## config.mk

```make
export PLATFORM = sky130hd
export DESIGN_NAME = jelly_bean_taster
export DESIGN_NICKNAME = d
export VERILOG_FILES = /design/src/rtl/jelly_bean_pkg.sv /design/src/rtl/jelly_bean_taste_pipe.sv /design/src/rtl/jelly_bean_taster.sv
export SDC_FILE = /design/constraint.sdc
export NUM_CORES = 1
export LEC_CHECK = 0
export CAP_MARGIN = 20
export CELL_PAD_IN_SITES_DETAIL_PLACEMENT = 0
export CELL_PAD_IN_SITES_GLOBAL_PLACEMENT = 1
export CORE_ASPECT_RATIO = 1.5
export CORE_UTILIZATION = 34
export CTS_BUF_LIST = sky130_fd_sc_hd__clkbuf_16
export CTS_CLUSTER_DIAMETER = 30
export DETAILED_ROUTE_END_ITERATION = 7
export GPL_ROUTABILITY_DRIVEN = 0
export GPL_TIMING_DRIVEN = 0
export PLACE_DENSITY = 0.72
export SLEW_MARGIN = 10
export SYNTH_ARGS = -nofsm -noshare
export SYNTH_HDL_FRONTEND = slang
export SYNTH_SLANG_ARGS = --single-unit
```

## constraint.sdc

```tcl
create_clock -name clk -period 1.45 [get_ports clk]
set_input_delay 0.29 -clock clk [delete_from_list [all_inputs] [get_ports clk]]
set_output_delay 0.29 -clock clk [all_outputs]
set_load 0.1 [all_outputs]
```

## src/rtl/jelly_bean_pkg.sv

```systemverilog
// rtl/jelly_bean_pkg.sv - jelly-bean bus types and the taste verdict rule
package jelly_bean_pkg;

  typedef enum logic [2:0] {
    NO_FLAVOR  = 3'd0,
    APPLE      = 3'd1,
    BLUEBERRY  = 3'd2,
    BUBBLE_GUM = 3'd3,
    CHOCOLATE  = 3'd4
  } flavor_e;

  typedef enum logic [1:0] {
    RED   = 2'd0,
    GREEN = 2'd1,
    BLUE  = 2'd2
  } color_e;

  typedef enum logic [1:0] {
    NO_OP = 2'd0,
    READ  = 2'd1,
    WRITE = 2'd2
  } command_e;

  typedef enum logic [1:0] {
    UNKNOWN = 2'd0,
    YUMMY   = 2'd1,
    YUCKY   = 2'd2
  } taste_e;

  // Raw field widths so flavor 5..7 and color 3 can be held without casting.
  typedef struct packed {
    logic [2:0] flavor;
    logic [1:0] color;
    logic       sugar_free;
    logic       sour;
  } recipe_t;

  function automatic taste_e taste_of(recipe_t r);
    if (r.flavor == NO_FLAVOR || (r.flavor == CHOCOLATE && r.sour))
      return YUCKY;
    return YUMMY;
  endfunction

endpackage

```

## src/rtl/jelly_bean_taste_pipe.sv

```systemverilog
// rtl/jelly_bean_taste_pipe.sv - fixed-latency response delay line
module jelly_bean_taste_pipe #(
  parameter int LATENCY = 2,
  parameter int W       = 3
) (
  input  logic         clk,
  input  logic         rst_n,
  input  logic [W-1:0] din,
  output logic [W-1:0] dout
);

  logic [W-1:0] stage [LATENCY];

  always_ff @(posedge clk or negedge rst_n) begin
    if (!rst_n) begin
      for (int i = 0; i < LATENCY; i++) stage[i] <= '0;
    end else begin
      stage[0] <= din;
      for (int i = 1; i < LATENCY; i++) stage[i] <= stage[i-1];
    end
  end

  assign dout = stage[LATENCY-1];

endmodule

```

## src/rtl/jelly_bean_taster.sv

```systemverilog
// rtl/jelly_bean_taster.sv - jelly-bean bus responder: decode, recipe register, statistics
module jelly_bean_taster
  import jelly_bean_pkg::*;
#(
  parameter int LATENCY = 2,
  parameter int COUNT_W = 8
) (
  input  logic               clk,
  input  logic               rst_n,
  input  logic [2:0]         flavor,
  input  logic [1:0]         color,
  input  logic               sugar_free,
  input  logic               sour,
  input  logic [1:0]         command,
  input  logic               clr_stats,
  output logic [1:0]         taste,
  output logic               cmd_err,
  output logic [COUNT_W-1:0] yummy_cnt,
  output logic [COUNT_W-1:0] yucky_cnt
);

  recipe_t    sampled;
  recipe_t    recipe_q;
  logic       recipe_valid;
  logic       is_write;
  taste_e     write_taste;
  logic [2:0] resp;
  logic [2:0] pipe_out;
  logic       unused_recipe_bits;

  assign sampled     = '{flavor: flavor, color: color, sugar_free: sugar_free, sour: sour};
  assign is_write    = (command == WRITE);
  assign write_taste = taste_of(sampled);

  // {err, taste} launched into the delay line for the command sampled this edge.
  always_comb begin
    resp = 3'b000;
    case (command)
      READ:    if (recipe_valid) resp[1:0] = taste_of(recipe_q);
      WRITE:   resp[1:0] = write_taste;
      2'b11:   resp[2] = 1'b1;
      default: resp = 3'b000;
    endcase
  end

  always_ff @(posedge clk or negedge rst_n) begin
    if (!rst_n) begin
      recipe_q     <= '0;
      recipe_valid <= 1'b0;
    end else if (is_write) begin
      recipe_q     <= sampled;
      recipe_valid <= 1'b1;
    end
  end

  always_ff @(posedge clk or negedge rst_n) begin
    if (!rst_n) begin
      yummy_cnt <= '0;
      yucky_cnt <= '0;
    end else if (clr_stats) begin
      yummy_cnt <= '0;
      yucky_cnt <= '0;
    end else if (is_write) begin
      if (write_taste == YUMMY && yummy_cnt != '1) yummy_cnt <= yummy_cnt + COUNT_W'(1);
      if (write_taste == YUCKY && yucky_cnt != '1) yucky_cnt <= yucky_cnt + COUNT_W'(1);
    end
  end

  // color and sugar_free are kept for read-back but never steer the verdict.
  assign unused_recipe_bits = ^{recipe_q.color, recipe_q.sugar_free};

  jelly_bean_taste_pipe #(
    .LATENCY(LATENCY),
    .W      (3)
  ) u_pipe (
    .clk  (clk),
    .rst_n(rst_n),
    .din  (resp),
    .dout (pipe_out)
  );

  assign taste   = pipe_out[1:0];
  assign cmd_err = pipe_out[2];

endmodule

```

==> impl_results.md, run 1 <==
* FF+latch count, synth at 27
* Most common cell after layout, fill and taps aside: buf_4
* Max Freq at 640.0 MHz
* Adder-cell share of the synthesized area at 0.04575
* Drt wl/cell at 15.42 um
* Syn_area_per_cell at 10.60 um^2
* Worst Path Required at 1.64 ns
* Skew final at 0.003239 ns
* Max Slew Vio Count at 0
* Crit Reg-Reg Endpoint: yummy_cnt[1]
* DR iter-0 viols at 26
* Cts bufs inserted at 3
* Largest net degree at the start of global routing at 16
* First-pass GRT wire length at 5623 um
* Met3 wire length at 99 um
* TritonCTS clock tree: done
* Main combinational cell family by area after synthesis: simple AND/OR/NAND/NOR gates
* Commonest non-fill, non-tap cells in the layout: buf_4, dfrtp_1, buf_2, dfrtp_4
* Die area at approximately 4300 um^2
* Clock-pin slew on the worst setup and hold paths at 0.06 ns
* Setup Viol. Count Final at 8
* Via count at 1180
* Post-synth EDFFs at 0
* Worst setup path end: yummy_cnt[1]
* Uppermost layer routed: met4
* Post-synthesis simple-gate area fraction at 0.1894
* Final WL at between 3000 and 4000 um
* Leakage at 0.0008559 uW
* DRC at 0
* Routed Antenna Nets at 0
* Layout cells sized above 1 at 0.5600
* Starting density of the core at 0.3647
* Fraction of the mapped netlist area in compound gates at 0.1546
* Ys flop type: dfrtp_1
* Multiplexer share of the synthesized area at 0.05672
* Yosys Warn Count at 0
* Row count at 27
* Height of the die at roughly 80 um
* Initial antenna violation count at 0
* R2R depth at 7
* Vias in the first global route at 1248
* Cell variety after synth at 40
* ANT cells at 0
* Final min period at 1.562 ns
* VDD IR-drop max at ~0.44 mV
* First-pass detailed-route iteration total at 4
* Number of I/O pins at 31
* Seq/Total Area, Yosys at 0.4941
* Worst Setup Slack, final at -0.1124 ns
* Syn_nets at 146
* Final instance area at 2057 um^2
* Relative slew slack at 0.5360
* Gr ovfl total at 0
* Dpl ws at -0.6965 ns
* H-tree levels at 1
* Worst R2R Setup Slack at -0.11 ns
* RSZ-0062 raised after global routing: true
* Root Buffer: clkbuf_16
* Final hold viol count at 0
* Slew @ Worst Pin at 0.6938 ns
* Clock insertion delay at the later pin of the skew report at ~0.26 ns
* Critical Path Sink Type: flip-flop
* Hpwl dp at 2233 um
* Crit path launch: yummy_cnt[0]
* Final period util at 1.078
* Hold Path Class: in -> reg
* Routed vias/inst at roughly 5.4
* Count of clock tree sinks at 27
* WL met1 at between 1000 and 1500 um
* Clock Path Buffers at 2
* Status: finished with violations
* Area of the core at around 3700 um^2
* Dpl cell area at about 1800 um^2
* IO Port Bufs at 26
* Mapped cell area at around 1400 um^2
* Pwr/cell area at 809.7 nW/um^2
* Failing checks: negative setup slack
* Met2 WL post-DR at around 1800 um
* CP Class: reg -> reg
* Largest fanout on the critical path at 5
* Max Cap Violations at 0
* Xor and xnor area share after synthesis at 0
* Gate Count Post-Synth at between 100 and 150
* Die Span X at 53.79 um
* Worst Setup Start Kind: flip-flop
* Critical Path AT at approximately 1.8 ns
* GRT Total Usage at 0.1789
* Post-synth ARST share at 1.000
* FF-to-FF Start: yummy_cnt[0]
* Fin nets at ~190
* Area Growth Syn to Fin at 50.41%
## power by group
part | internal, uW | switching, uW | total, uW
combinational | 91.2 | 149 | 241
clock | 372 | 255 | 627
sequential | 784 | 14.1 | 798
## worst min path at each step
stage	endpoint	cells past startpoint	from	slack (ns)
after floorplan	recipe_q[0]	0	rst_n	-0.006
after global routing	yummy_cnt[2]	2	clr_stats	0.26
after global placement	u_pipe.dout[0]	0	u_pipe.stage[3]	0.33
final	yummy_cnt[2]	2	clr_stats	0.25
after CTS	yummy_cnt[2]	2	clr_stats	0.25
after detailed placement	u_pipe.dout[1]	0	u_pipe.stage[4]	0.34
## sequential cells by signal (all words and copies together) (netlist names)
register and cells:
recipe_q 4, recipe_valid 1, u_pipe.dout 3, u_pipe.stage 3, yucky_cnt 8, yummy_cnt 8
## metrics by stage
stage / power [uW] / util / TNS [ns] / instances / hold WS (ns)
2_1_floorplan: 955.7 / - / -1.510 / 129 / -0.005591
3_3_place_gp: 1025 / 0.4791 / -27.54 / 198 / 0.3326
3_5_place_dp: 1039 / 0.4832 / -16.74 / 199 / 0.3387
4_1_cts: 1674 / 0.5269 / -0.5361 / 215 / 0.2535
5_1_grt: 1732 / 0.5485 / -1.227 / 218 / 0.2595
6_report: 1665 / 0.5485 / -0.4420 / 218 / 0.2529
## synth_stat cells, types with 2 or more instances
cell type,number,share of area
dfrtp_1,27,0.49
a21oi_1,12,0.044
nand3_1,8,0.029
nor2_1,8,0.022
inv_1,7,0.019
mux2_2,6,0.049
nand2_1,6,0.016
ha_1,5,0.046
nand4_1,4,0.018
nor2b_1,4,0.018
o21ai_0,4,0.015
o31ai_1,3,0.016
a211oi_1,2,0.011
a21o_1,2,0.011
a311oi_1,2,0.013
buf_4,2,0.011
buf_6,2,0.016
or3_1,2,0.0091
or4_1,2,0.011
## per-layer routing
| metal | vias to the layer above | track usage |
|---|---|---|
| met1 | 583 | 0.1988 |
| li1 | 557 | - |
| met2 | 31 | 0.3185 |
| met5 | - | 0 |
| met3 | 9 | 0.01714 |
| met4 | 0 | 0.09211 |
## critical path, stage by stage (launching register included)
cell and delay [ns]:
dfrtp_4 0.49, ha_4 0.18, buf_6 0.11, nand3_4 0.06
nor2_4 0.05, buf_6 0.13, or3b_4 0.36, a21oi_2 0.11
## cell type report
cell class / instances / area [um^2]
fill: 342 / 1693
multi-input combinational: 88 / 792.0
sequential: 27 / 720.7
timing repair buffer: 42 / 322.8
clock buffer: 3 / 75.07
buffer: 6 / 57.56
tap: 43 / 53.80
inverter: 8 / 30.03
clock inverter: 1 / 5.005
## cell families after synthesis
group | count (synthesis)
flops | 27
simple gates | 45
mux | 7
compound gates | 31
fa+ha+maj | 5
buf+inv | 14
## what timing repair did
action	CTS	global route
hold buffers	0	0
pin swaps	14	6
cloned	1	0
setup endpoints to repair	35	19
buffers inserted	11	3
resized for setup	121	18
Note: power is estimated with default switching activity, not from simulation.
==> run 2, diff against run 1 <==
Settings changed: CTS_CLUSTER_DIAMETER 30 to 50, GPL_ROUTABILITY_DRIVEN 0 to default.
==> results of run 2 <==
Final layout, timing and power as in run 1 (identical DEF).
==> RTL edit 1: new RTL, flow settings as in run 2 <==
Register the outputs `taste` and `cmd_err`, cleared by the reset; this adds one clock of latency there. The other outputs are not delayed to match.
--- a/src/rtl/jelly_bean_taster.sv
+++ b/src/rtl/jelly_bean_taster.sv
@@ -80,6 +80,13 @@
   );
 
-  assign taste   = pipe_out[1:0];
-  assign cmd_err = pipe_out[2];
+  always_ff @(posedge clk or negedge rst_n) begin
+    if (!rst_n) begin
+      taste   <= '0;
+      cmd_err <= '0;
+    end else begin
+      taste   <= pipe_out[1:0];
+      cmd_err <= pipe_out[2];
+    end
+  end
 
 endmodule
Check against the original RTL: not equivalent (Yosys sat finds a counterexample within 4 cycles, from zero or initial values and one cycle with rst_n low).
==> RTL edit 1 against run 2 <==
The run still ends with setup timing left. Critical endpoint is now yucky_cnt[7]. Sequential cell count grew 3. Power rose by 25%. Design area is 3.2% higher. Sequential power grew 12%. Worst setup slack got worse by 0.13 ns. Wire length rose by 1.5%. Synthesized area rose by 1.4%. Clock power is 55% higher. First-iteration DRC count unchanged. Core utilization fell by 0.74 points. Critical path depth unchanged.
==> RTL edit 1: results (changes against run 2) <==
[status]
outcome = finished, violations left
failed_checks = setup timing

[worst_hold_path]
worst_hold_path_type = in2async

[routing]
wl_met1_um = 1370  ; +5.3%
wl_met2_um = 1860  ; +0.65%
dr_wl_met3_um = 115  ; +16%
routed-via-count = 1201  ; +1.8%
wl_um = 3410  ; +1.5%
routed_via_density = 5.46  ; +0.85%

[pwr]
power.share.clock_pct = 46.9  ; +9.3 points
power_report.internal_total_mw = 1.57  ; +26%
leakage_nw = 0.846  ; -1.2%
peakVddDrop_mv = 0.823  ; +89%
seq_cell_power_mw = 0.892  ; +12%
power.switching_fraction_pct = 24.6  ; -0.50 points

[worst_setup_path]
cp_slowest_stage_delay_ns = 0.54  ; +0.05 ns
cell_type_group_with_the_largest_total_delay_on_the_critical_path = simple AND/OR/NAND/NOR gates
slowest_stage = or4_4
worst_r2r_setup_slack_ns = -0.23  ; -0.12 ns

[grt]
via_count_of_the_first_global_routing_pass = 1250  ; +0.16%
groute.usage.overall_pct = 18.6  ; +0.69 points
globalRouteMet1Util_pct = 20.6  ; +0.74 points
use_met2_pct = 31.3  ; -0.51 points
wire_length_of_the_first_global_routing_pass_um = 5710  ; +1.5%

[placed_design]
dp.cells = 200  ; +0.50%
pre_cts_setup_slack_ns = -0.924  ; -0.228 ns
post_dp_cell_area_um2 = 1840  ; +1.7%
gp_routability_congestion = 0.687  ; -7.5%

[synth]
synth_sequential_area_ratio_pct = 54.2  ; +4.7 points
synthDistinctLibCells = 31  ; -23%
complex_gate_fraction_of_the_synthesized_area_pct = 16.3  ; +0.87 points
synth_xor_xnor_area_share_pct = 0  ; unchanged
yosys_reg_bits = 30  ; +11%
synth.mux.area_fraction_pct = 3.97  ; -1.7 points
synthTopCellsByArea = dfrtp_1 (54%), ha_1 (4.5%), a21oi_1 (4.3%), mux2_2 (3.2%), o31ai_1 (2.7%)
netlist_top_cells_count = dfrtp_1 (30), a21oi_1 (12), inv_1 (7), nand2_1 (7), nand3_1 (7)
syn_avg_cell_area_um2 = 10.7  ; +1.4%
synth_adder_area_share_pct = 4.51  ; -0.062 points

[timing]
worst_clock_skew_ns = 0.00460  ; +0.00136 ns
finalSetupTns_ns = -1.04  ; -0.593 ns
postLayoutSetupSlackWorst_ns = -0.241  ; -0.129 ns
fmax_mhz = 591  ; -7.6%
worst_hold_slack_ns = 0.0390  ; -0.214 ns
worst_slew_margin_rel_pct = 56.6  ; +3.0 points
final_setup_fails = 12  ; +4

[layout]
layout_cells_sized_above_1_pct = 50.9  ; -5.1 points
final_design_area_no_fill_um2 = 2120  ; +3.2%
reg_area_um2 = 803  ; +11%
layout.nets = 191  ; -1.0%
nonClkBufAreaFrac_pct = 16.0  ; -2.5 points
layout.non_clock_buffers = 42  ; -13%
area_share_clock_buf_inv_pct = 6.66  ; +2.8 points
antenna-diode-count = 0  ; unchanged
multi_input_gate_share_of_total_cell_area_pct = 35.6  ; -2.9 points
fillCellCount = 351  ; +2.6%

[die]
row_count = 28  ; +3.7%

[clocking]
worst_skew_pair.late_latency_ns = 0.27
clock_tree.htree_level_count = 2  ; +1
cts-buffers-inserted = 5  ; +2

RTL edit 1: path summary, 6_finish.rpt:
path                           startpoint               to  cells past startpoint
max in group asynchronous           rst_n     yummy_cnt[1]                      1
min reg2reg                u_pipe.dout[1]         taste[1]                      0
min in group clk               command[1]  u_pipe.stage[5]                      2
max reg2reg                  yucky_cnt[1]     yucky_cnt[7]                      4
max                            command[0]     yucky_cnt[7]                      7
min                                 rst_n     yucky_cnt[5]                      1
RTL edit 1: repair_timing:
action                     in CTS  in global routing
hold buffers                    0                  0
setup endpoints to repair      36                 26
buffers inserted               11                  1
pin swaps                      11                  5
resized for setup             119                 19
RTL edit 1: logic make-up (layout without fill, tap and decap cells):
logic type | count (synthesis) | in the layout
muxes | 5 | 5
buffers and inverters | 11 | 57
adders and majority gates | 5 | 5
and+or+nand+nor | 43 | 43
DFF | 30 | 30
AOI/OAI and AO/OA | 35 | 35
==> RTL edit 2: new RTL, settings of run 2 <==
Without the edit above. `LATENCY` is set to 2 in 2 places; all go to 4.
--- a/src/rtl/jelly_bean_taste_pipe.sv
+++ b/src/rtl/jelly_bean_taste_pipe.sv
@@ -1,5 +1,5 @@
 // rtl/jelly_bean_taste_pipe.sv - fixed-latency response delay line
 module jelly_bean_taste_pipe #(
-  parameter int LATENCY = 2,
+  parameter int LATENCY = 4,
   parameter int W       = 3
 ) (
--- a/src/rtl/jelly_bean_taster.sv
+++ b/src/rtl/jelly_bean_taster.sv
@@ -3,5 +3,5 @@
   import jelly_bean_pkg::*;
 #(
-  parameter int LATENCY = 2,
+  parameter int LATENCY = 4,
   parameter int COUNT_W = 8
 ) (
Check against the original RTL: not equivalent (a bounded check fails within 4 cycles, from zero or initial values and one cycle with rst_n low).
==> RTL edit 2 against run 2 <==
The flow still finishes with violations (setup timing). Wire length grew 5.3%. Largest power group is now the clock network. Highest routed layer unchanged. Synthesized area grew 8.5%. Core utilization shrank 3.5 points. Worst setup slack lost 0.035 ns. Sequential cell count grew 6. Power grew 32%. Sequential power grew 23%. Critical endpoint is now yummy_cnt[5]. Design area grew 5.1%. Via count grew 6.9%.
==> RTL edit 2: results (changes against run 2) <==
[status]
outcome = finished, violations left
failed_checks = setup timing

[synth]
netlist_top_cells_count = dfrtp_1 (33), a21oi_1 (10), inv_1 (8), nand2_1 (8), nor2_1 (8)
synth_flop_cell = dfrtp_1
synth_sequential_area_ratio_pct = 55.6  ; +6.2 points
postSynthCellCount = 137  ; +6.2%
synthDistinctLibCells = 39  ; -2.5%
synthTopCellsByArea = dfrtp_1 (56%), ha_1 (4.2%), a21oi_1 (3.4%), mux2_2 (2.3%), nand3_1 (2.0%)

[grt]
groute.usage.overall_pct = 16.3  ; -1.6 points
via_count_of_the_first_global_routing_pass = 1273  ; +2.0%
globalRouteMet1Util_pct = 18.7  ; -1.2 points
wire_length_of_the_first_global_routing_pass_um = 5950  ; +5.9%
use_met3_pct = 3.27  ; +1.6 points
grt_start_max_net_pins = 34  ; +18
use_met2_pct = 28.7  ; -3.2 points

[routing]
wl_met2_um = 1960  ; +6.0%
wire_per_inst_um = 15.5  ; +0.65%
wl_um = 3540  ; +5.3%
top_signal_layer_used = met4
dr_wl_met3_um = 137  ; +38%
routed_via_density = 5.54  ; +2.3%
wl_met1_um = 1360  ; +4.0%

[layout]
layout.nets = 198  ; +2.6%
layout_cells_sized_above_1_pct = 49.5  ; -6.5 points
largest_registers = u_pipe.stage x9, yucky_cnt x8, yummy_cnt x8

[timing]
worst_clock_skew_ns = 0.00400  ; +0.000758 ns
final_setup_fails = 6  ; -2
worst_hold_slack_ns = 0.0654  ; -0.187 ns
postLayoutSetupSlackWorst_ns = -0.148  ; -0.0354 ns
worst_pin_slew_ns = 0.712  ; +0.0182 ns
finalSetupTns_ns = -0.370  ; +0.0717 ns

[worst_hold_path]
worst_hold_path_type = in2async

[clocking]
worst_skew_pair.late_latency_ns = 0.27
clock_tree.htree_level_count = 2  ; +1

[placed_design]
place_hpwl_um = 2300  ; +2.8%
dp.cells = 209  ; +5.0%
pre_cts_setup_slack_ns = -0.752  ; -0.0558 ns
post_dp_cell_area_um2 = 1900  ; +4.6%
gp_routability_congestion = 0.768  ; +3.3%

[pwr]
leakage_nw = 0.861  ; +0.65%
peakVddDrop_mv = 0.896  ; +110%

[worst_setup_path]
length_in_cells_of_the_worst_reg_to_reg_path = 6  ; -1
cell_type_group_with_the_largest_total_delay_on_the_critical_path = simple AND/OR/NAND/NOR gates
slowest_stage = dfrtp_4
worst_r2r_setup_slack_ns = -0.15  ; -0.04 ns

[RTL edit 2: cell count changes after synthesis, sizes merged, moves of 2 or more]
cell | before | now
a21o | 3 | 0
o21ai | 4 | 8
mux2 | 6 | 3
a311oi | 2 | 0
nand3 | 8 | 6
nor2b | 4 | 1
and3 | 2 | 0
o311ai | 1 | 3
o41ai | 1 | 3
a21oi | 12 | 10
dfrtp | 27 | 33
nand2 | 6 | 8
[RTL edit 2: final cells by class]
| class | instances | area, um2 |
|---|---|---|
| sequential | 33 | 871 |
| inverter | 8 | 30.0 |
| fill | 397 | 2050 |
| buffer | 6 | 45.0 |
| timing repair buffer | 37 | 258 |
| clock buffer | 5 | 125 |
| tap | 46 | 57.6 |
| clock inverter | 3 | 17.5 |
| multi-input combinational | 90 | 758 |
[RTL edit 2: logic make-up (layout without fill, tap and decap cells)]
kind of cell,count (synthesis),in the layout,synth area share [%]
DFF,33,33,55.6
muxes,5,5,3.63
and+or+nand+nor,47,47,17.5
AOI/OAI and AO/OA,33,33,14.7
adders and majority gates,5,5,4.22
buffers and inverters,14,59,4.38
[RTL edit 2: what timing repair did]
action                                 CTS  global route
resized for setup                      124            18
buffers inserted                         6             4
endpoints found under the hold margin    0             0
pin swaps                                9            11
setup endpoints to repair               36            24
gates cloned                             1             0
[RTL edit 2: report_power, final]
part           internal (mW)  total [mW]  switching, mW
Clock                  0.628        1.00          0.373
Combinational         0.0679       0.217          0.150
Sequential             0.963       0.982         0.0187
[RTL edit 2: final timing paths]
path	end	startpoint
max	yummy_cnt[5]	yummy_cnt[0]
min	yucky_cnt[5]	rst_n
max reg2reg	yummy_cnt[5]	yummy_cnt[0]
min reg2reg	u_pipe.dout[0]	u_pipe.stage[3]
max in group asynchronous	yucky_cnt[0]	rst_n
min in group clk	u_pipe.stage[11]	command[0]
